[src/rtl/reg_dump_sequencer.sv]
// reg_dump_sequencer
// Walks the general-purpose registers through the register file debug read
// port and writes one "xNN: HHHHHHHH" text row per register into the VGA
// text buffer. Each register value is captured once into a shadow register,
// so the emitted row cannot change while it is being written out.

module reg_dump_sequencer #(
    parameter int NUM_REGS = 32,
    parameter int COLS     = 80,
    parameter int ROW_BASE = 0,
    parameter int TB_AW    = 12
) (
    input  logic             clk,
    input  logic             rst_n,
    input  logic             start,
    input  logic             abort,
    output logic             busy,
    output logic             done,
    output logic [4:0]       rf_raddr,
    input  logic [31:0]      rf_rdata,
    output logic [3:0]       nib,
    input  logic [6:0]       asc_in,
    output logic             tb_we,
    output logic [TB_AW-1:0] tb_addr,
    output logic [6:0]       tb_data,
    input  logic             tb_ready
);

    typedef enum logic [2:0] {
        S_IDLE,
        S_RD,
        S_LATCH,
        S_EMIT,
        S_NEXT,
        S_DONE
    } state_t;

    // Text address of the first row, and the step between rows. The step is
    // added each row instead of multiplying the register index by COLS.
    localparam logic [TB_AW-1:0] RA_INIT  = TB_AW'(ROW_BASE * COLS);
    localparam logic [TB_AW-1:0] ROW_STEP = TB_AW'(COLS);
    localparam logic [5:0]       NREGS    = 6'(NUM_REGS);
    localparam logic [3:0]       LAST_COL = 4'd12;
    localparam logic [3:0]       FIRST_HEX_COL = 4'd5;

    state_t            state_q, state_d;
    logic [5:0]        idx_q, idx_d;
    logic [3:0]        tens_q, tens_d;
    logic [3:0]        ones_q, ones_d;
    logic [TB_AW-1:0]  ra_q, ra_d;
    logic [3:0]        col_q, col_d;
    logic [31:0]       shadow_q, shadow_d;

    logic [5:0]        idx_inc;
    logic [3:0]        hex_nib;
    logic              emit_accept;
    logic              in_dump;

    assign idx_inc     = idx_q + 6'd1;
    assign emit_accept = (state_q == S_EMIT) && tb_ready;
    assign in_dump     = (state_q == S_RD) || (state_q == S_LATCH) ||
                         (state_q == S_EMIT) || (state_q == S_NEXT);

    // State and datapath registers; everything clears asynchronously.
    always_ff @(posedge clk or negedge rst_n) begin
        if (!rst_n) begin
            state_q  <= S_IDLE;
            idx_q    <= 6'd0;
            tens_q   <= 4'd0;
            ones_q   <= 4'd0;
            ra_q     <= '0;
            col_q    <= 4'd0;
            shadow_q <= 32'd0;
        end else begin
            state_q  <= state_d;
            idx_q    <= idx_d;
            tens_q   <= tens_d;
            ones_q   <= ones_d;
            ra_q     <= ra_d;
            col_q    <= col_d;
            shadow_q <= shadow_d;
        end
    end

    // Next-state logic: row walk, column advance on accepted writes, abort.
    always_comb begin
        state_d  = state_q;
        idx_d    = idx_q;
        tens_d   = tens_q;
        ones_d   = ones_q;
        ra_d     = ra_q;
        col_d    = col_q;
        shadow_d = shadow_q;

        case (state_q)
            S_IDLE: begin
                if (start && !abort) begin
                    state_d = S_RD;
                    idx_d   = 6'd0;
                    tens_d  = 4'd0;
                    ones_d  = 4'd0;
                    ra_d    = RA_INIT;
                    col_d   = 4'd0;
                end
            end
            S_RD: begin
                state_d = S_LATCH;
            end
            S_LATCH: begin
                shadow_d = rf_rdata;
                state_d  = S_EMIT;
            end
            S_EMIT: begin
                if (emit_accept) begin
                    if (col_q == LAST_COL) begin
                        col_d   = 4'd0;
                        state_d = S_NEXT;
                    end else begin
                        col_d = col_q + 4'd1;
                    end
                end
            end
            S_NEXT: begin
                idx_d = idx_inc;
                ra_d  = ra_q + ROW_STEP;
                if (ones_q == 4'd9) begin
                    ones_d = 4'd0;
                    tens_d = tens_q + 4'd1;
                end else begin
                    ones_d = ones_q + 4'd1;
                end
                if (idx_inc < NREGS) begin
                    state_d = S_RD;
                end else begin
                    state_d = S_DONE;
                end
            end
            S_DONE: begin
                state_d = S_IDLE;
            end
            default: begin
                state_d = S_IDLE;
            end
        endcase

        if (abort && (state_q != S_IDLE)) begin
            state_d = S_IDLE;
            col_d   = 4'd0;
        end
    end

    // Nibble selection for the hex digits, most significant nibble first.
    always_comb begin
        hex_nib = 4'd0;
        case (col_q)
            4'd5:    hex_nib = shadow_q[31:28];
            4'd6:    hex_nib = shadow_q[27:24];
            4'd7:    hex_nib = shadow_q[23:20];
            4'd8:    hex_nib = shadow_q[19:16];
            4'd9:    hex_nib = shadow_q[15:12];
            4'd10:   hex_nib = shadow_q[11:8];
            4'd11:   hex_nib = shadow_q[7:4];
            4'd12:   hex_nib = shadow_q[3:0];
            default: hex_nib = 4'd0;
        endcase
    end

    // Outputs decoded from registered state only (plus the converter result),
    // so they hold steady for the whole cycle and clear with reset.
    always_comb begin
        busy     = in_dump;
        done     = (state_q == S_DONE);
        rf_raddr = 5'd0;
        nib      = 4'd0;
        tb_we    = 1'b0;
        tb_addr  = '0;
        tb_data  = 7'd0;

        if (in_dump) begin
            rf_raddr = idx_q[4:0];
        end

        if (state_q == S_EMIT) begin
            tb_we   = 1'b1;
            tb_addr = ra_q + TB_AW'(col_q);
            if (col_q >= FIRST_HEX_COL) begin
                nib     = hex_nib;
                tb_data = asc_in;
            end else begin
                case (col_q)
                    4'd0:    tb_data = 7'h78;
                    4'd1:    tb_data = 7'h30 + {3'b000, tens_q};
                    4'd2:    tb_data = 7'h30 + {3'b000, ones_q};
                    4'd3:    tb_data = 7'h3A;
                    4'd4:    tb_data = 7'h20;
                    default: tb_data = 7'h00;
                endcase
            end
        end
    end

endmodule

[config.mk]
export PLATFORM = sky130hd
export DESIGN_NAME = reg_dump_sequencer
export DESIGN_NICKNAME = d
export VERILOG_FILES = /design/src/rtl/reg_dump_sequencer.sv
export SDC_FILE = /design/constraint.sdc
export NUM_CORES = 1
export LEC_CHECK = 0
export BUFFER_PORTS_ARGS = -buffer_cell sky130_fd_sc_hd__buf_2
export CORE_ASPECT_RATIO = 0.5
export CORE_MARGIN = 1.5
export CORE_UTILIZATION = 49
export CTS_CLUSTER_SIZE = 10
export DETAILED_ROUTE_END_ITERATION = 8
export PLACE_DENSITY_LB_ADDON = 0.1
export SLEW_MARGIN = 25
export SYNTH_ARGS = -nofsm -noshare
export SYNTH_HDL_FRONTEND = slang
export SYNTH_SLANG_ARGS = --single-unit
[constraint.sdc]
create_clock -name clk -period 1.7 [get_ports clk]
set_clock_uncertainty 0.05 [all_clocks]
set_input_delay 0.17 -clock clk [delete_from_list [all_inputs] [get_ports clk]]
set_output_delay 0.17 -clock clk [all_outputs]
set_load 0.05 [all_outputs]
* Yosys cells after proc, flatten, opt, wreduce, memory -nomap -nowiden
Cells that the tools add are included.
Storage, ports and cells: flip-flop bits (word level) 65, bits in latches 0, memory bits (writable) 0, memory bits (read-only) 0, input bits 44, output and inout bits 31, logic and storage cells 84, memories 0
Cells by class: $add $sub $neg 8, $mul 0, div/mod/pow operators 0, $lt $le $gt $ge 2, equal/unequal tests 23, shift operators 0, mux-type cells 28, bitwise gates (word level) 0, reductions and logical operators 16
Operators by type and width (number):
- $pmux W7 S5 | 1
- $mux W4 | 8
- $pmux W4 S8 | 1
- $eq A4 B4 Y1 const B | 6
- $mux W12 | 2
- $pmux W12 S2 | 1
- $pmux W4 S2 | 3
- $eq A4 B3 Y1 const B | 4
- $mux W3 | 5
- $pmux W3 S5 | 1
- $add A6 B4 Y7 const A | 2
- $mux W7 | 2
- $add A12 B4 Y12 | 1
- $add A12 B7 Y12 const B | 1
- $add A4 B1 Y4 const B | 3
- $pmux W6 S2 | 1
- $reduce_and A3 Y1 | 3
- $eq A4 B2 Y1 const B | 2
- $add A6 B1 Y6 const B | 1
- $eq A3 B2 Y1 const B | 2
- $eq A3 B3 Y1 const B | 2
- $lt A6 B6 Y1 const B | 1
- $mux W6 | 1
- $reduce_bool A3 Y1 | 2
- 17 further kinds | 21

* Longest topological paths before layout
word-level depth 5, mapped depth 7, depth with buffers taken out 6

* Worst setup path after synthesis
No wires, ideal clock.
kind flip-flop to output port, from reg state_q[1], to out nib[3], arrival time 2.256 ns, data required time 1.480 ns, slack -0.776 ns, stages on the path, launching flop included 6, path buffers 0, path through dfrtp_1 > nor2b_1 > nand2_1 > inv_1 > o2111ai_1 > a21oi_1
Between the ends: longest elaborated chain between the ends 2
Ends and longest elaborated chain:
- start: declaration | line 46 | state_t state_q, state_d;
- start signal: assignment | line 75 | state_q <= state_d;
- $eq A3 B2 Y1 | line 183 | if (state_q == S_EMIT) begin
- $mux W4 | line 183
- end: declaration | line 21 | output logic [3:0] nib,
No other way between the ends.

* Worst setup path after layout
from reg col_q[0], to out nib[2]
Between the ends: longest elaborated chain between the ends 4, elaborated cells on any way between the ends 12, those cells by class order compare: 1; eq/ne: 8; mux: 3
Ends and longest elaborated chain:
- start: declaration | line 51 | logic [3:0] col_q, col_d;
- start signal: assignment | line 80 | col_q <= col_d;
- $eq A4 B4 Y1 or $eq A4 B3 Y1 (tied branches) | line 155 | case (col_q)
- $pmux W4 S8 | line 155
- $mux W4 * | line 186 | if (col_q >= FIRST_HEX_COL) begin
- $mux W4 * | line 183
Mark *: on every way between the ends. The rest lies on a longest branch, timed or not.

==> results.toml <==
[timing]
drv_slew = 0
layout_setup_ws_ns = -0.808
setup-tns-final_ns = -10.45
period_minus_slack_ns = 2.51
relSlewSlack = 0.642
tightestPinTransition_ns = 0.538
setup_viol = 73
finalHoldViolations = 0
fmax_ghz = 0.399
rsz0062_at_grt = "true"
min_period_over_period = 1.48

[floorplan]
die-area_mm2 = 0.00722
rows = 20
core_area_mm2 = 0.00626
die_y_um = 60.8
ioPinCount = 75
die_w_um = 119
start_util = 0.524

[yosys]
ys.flop_type = "dfrtp_1"
yosys.area.top_type = "dfrtp_1"
synth.top_cell.area_share = 0.466
synth_compound_area_frac = 0.156
yosys-top-cells-area = "dfrtp_1 47%, mux2_2 11%, ha_1 3.4%"
synth.yosys.seq_area_share = 0.466
synth_most_common_cell = "dfrtp_1"
syn_inst = 321
synth-async-reset-ratio = 1.00
syn_avg_cell_area_um2 = 10.2
synthMuxAreaShare = 0.119
syn_nets = 374
synth_cell_types = 52
synth_commonest_cells = "61 x dfrtp_1, 31 x mux2_2, 23 x nor2_1"
synth_top_family_by_area = "simple AND/OR/NAND/NOR gates"
synth-adder-area-share = 0.0344
netlist_area_mm2 = 0.00328
synth_seq_cells = 61
synth-simple-area-share = 0.174
yosysWarnings = 0
synth-edff-count = 0
synth_xor_area_frac = 0.0160

[power_and_ir_drop]
power_density_mw_per_mm2 = 873
peakVddDrop_mv = 0.838
fin_total_pwr_mw = 5.09
p_leak_nw = 2.59

[setup_path]
slowest_delay_ns = 0.46
crit_top_cell = "buf_6"
endpoint_kind = "primary output"
critPathKind = "reg2out"
critPathLaunchType = "flop"
required_ns = 1.48
crit_family = "compound AO/OA/AOI/OAI gates"
crit_arrival_ns = 2.29
crit_fanout = 7
slowest_stage = "dfrtp_2"
crit_chain = "inv_4 > buf_6 > ha_4 > buf_6 > a22oi_1 > a21oi_1 > a211oi_2 > nor2_4 > buf_8"
path_buf_inv = 4

[placement]
io_buffers = 74
routabilityCongestion = 0.809
post-dp-hpwl_um = 6130

[clock_network]
htree_levels = 3
cts_root_buf = "clkbuf_16"
clk_pin_slew_worst_paths_ns = 0.06
clockBufferDepth = 2
cts_inserted_buffers = 9
cts.sinks = 61
insertion_delay_ns = 0.34
cts_tree = "done"

[grt]
antenna_found_initial = 0
grt_pass1_vias = 3181
grt_overflow = 0
grt_pass1_wl_um = 15800
grt_util_all_layers = 0.288
grt_max_degree = 62

[drt]
wirelength_um = 13800
vias = 3593
viasPerCell = 6.38
drt_first_pass_iters = 6
drc = 0
drtIter0Drc = 375
drtAntennaViolNets = 0
wl_per_cell_um = 24.5

[finish]
drive_above_1_share = 0.600
nNetsFinal = 524
antenna_cells = 0
areaGrowthSynthToFinish_pct = 77.8

[hold_path]
worstHoldPathType = "in2reg"

[outcome]
violations = "negative setup slack"
status = "complete, but fails checks"

[run]
maxCapViolations = 0
## report_power, final
group | leakage, nW | switching [mW] | internal (mW) | total (mW)
Combinational | 1.66 | 0.467 | 0.664 | 1.13
Sequential | 0.775 | 0.240 | 1.74 | 1.98
Clock | 0.152 | 0.669 | 1.31 | 1.98
## cell families (layout without fill, tap and decap cells)
logic type,Yosys count,count (layout)
buffers and inverters,26,180
AOI/OAI and AO/OA,76,76
DFF,61,61
and+or+nand+nor,108,108
adders and majority gates,9,9
xor gates and xnor gates,6,6
muxes,35,35
## worst paths after layout
path / from / slack [ns] / cells past startpoint / endpoint
setup reg to reg: col_q[0]$_DFFE_PN0P_ / -0.29 / 8 / col_q[0]$_DFFE_PN0P_
hold / removal: rf_rdata[12] / 0.009 / 3 / shadow_q[12]$_DFFE_PN0P_
max in group asynchronous: rst_n / 0.96 / 3 / col_q[1]$_DFFE_PN0P_
setup / recovery: col_q[0]$_DFFE_PN0P_ / -0.81 / 9 / nib[2]
hold reg to reg: ra_q[11]$_DFFE_PN0P_ / 0.46 / 1 / ra_q[11]$_DFFE_PN0P_
min in group asynchronous: rst_n / 0.34 / 3 / idx_q[3]$_DFFE_PN0P_
## state kept, by name, indices dropped and copies added, names as in the netlist
name	count
col_q	4
shadow_q	32
state_q	3
tens_q	4
ra_q	8
idx_q	6
ones_q	4
## routing by layer
layer	vias up	wire (um)	global-route usage
li1	1469	-	-
met1	1787	5200	0.331
met2	260	6800	0.532
met3	77	1090	0.0733
met4	0	705	0.127
met5	-	0	0
## area by class of cell
type                       instances  area, um^2
sequential                        61        1530
clock inverter                     4        72.6
tap                               88         110
inverter                           8        36.3
clock buffer                      11         243
fill                             186         428
timing repair buffer             157        1500
multi-input combinational        234        2340
## worst reg2reg max path, cell delays in order (launching register included)
cell and delay [ns]:
dfrtp_2 0.46, inv_4 0.07, buf_6 0.12, ha_4 0.20, buf_6 0.15, and3_4 0.17, buf_6 0.13, or4_1 0.41
mux2i_1 0.14
## through the flow
stage | worst slack (ns) | std cells | utilization | area, um^2 | hold WS (ns)
floorplan | -0.176 | 321 | - | 3490 | -0.176
global placement | -0.295 | 514 | 0.684 | 4280 | 0.148
detailed placement | -0.383 | 514 | 0.684 | 4280 | 0.167
CTS | -0.631 | 543 | 0.817 | 5110 | 0.000561
global route | -0.813 | 563 | 0.932 | 5830 | 0.0116
finish | -0.808 | 563 | 0.932 | 5830 | 0.00862
## layout by cell type, fill, tap and decap left out, types with 5 or more instances in the layout
master      n
o21ai_2     5
clkbuf_16  13
o21ai_0    10
nor2_4     10
buf_8      22
dfrtp_1    58
a21oi_2     6
and3_1      6
and3_4      6
buf_2      43
a21oi_1     6
ha_1        5
nor2_1     12
buf_4      45
nand2_1    19
mux2_4     31
o21ai_1     8
nand3_1    12
buf_6      35
inv_1       5
and2_4      5
a22oi_1     6
## timing repair
item	4_1_cts	5_1_grt
hold buffers	3	0
endpoints found under the setup margin	43	76
setup buffers	11	17
endpoints found under the hold margin	62	0
pin swaps	22	24
cloned	0	6
gates resized for setup	116	132
Note: power is estimated with default switching activity, not from simulation.
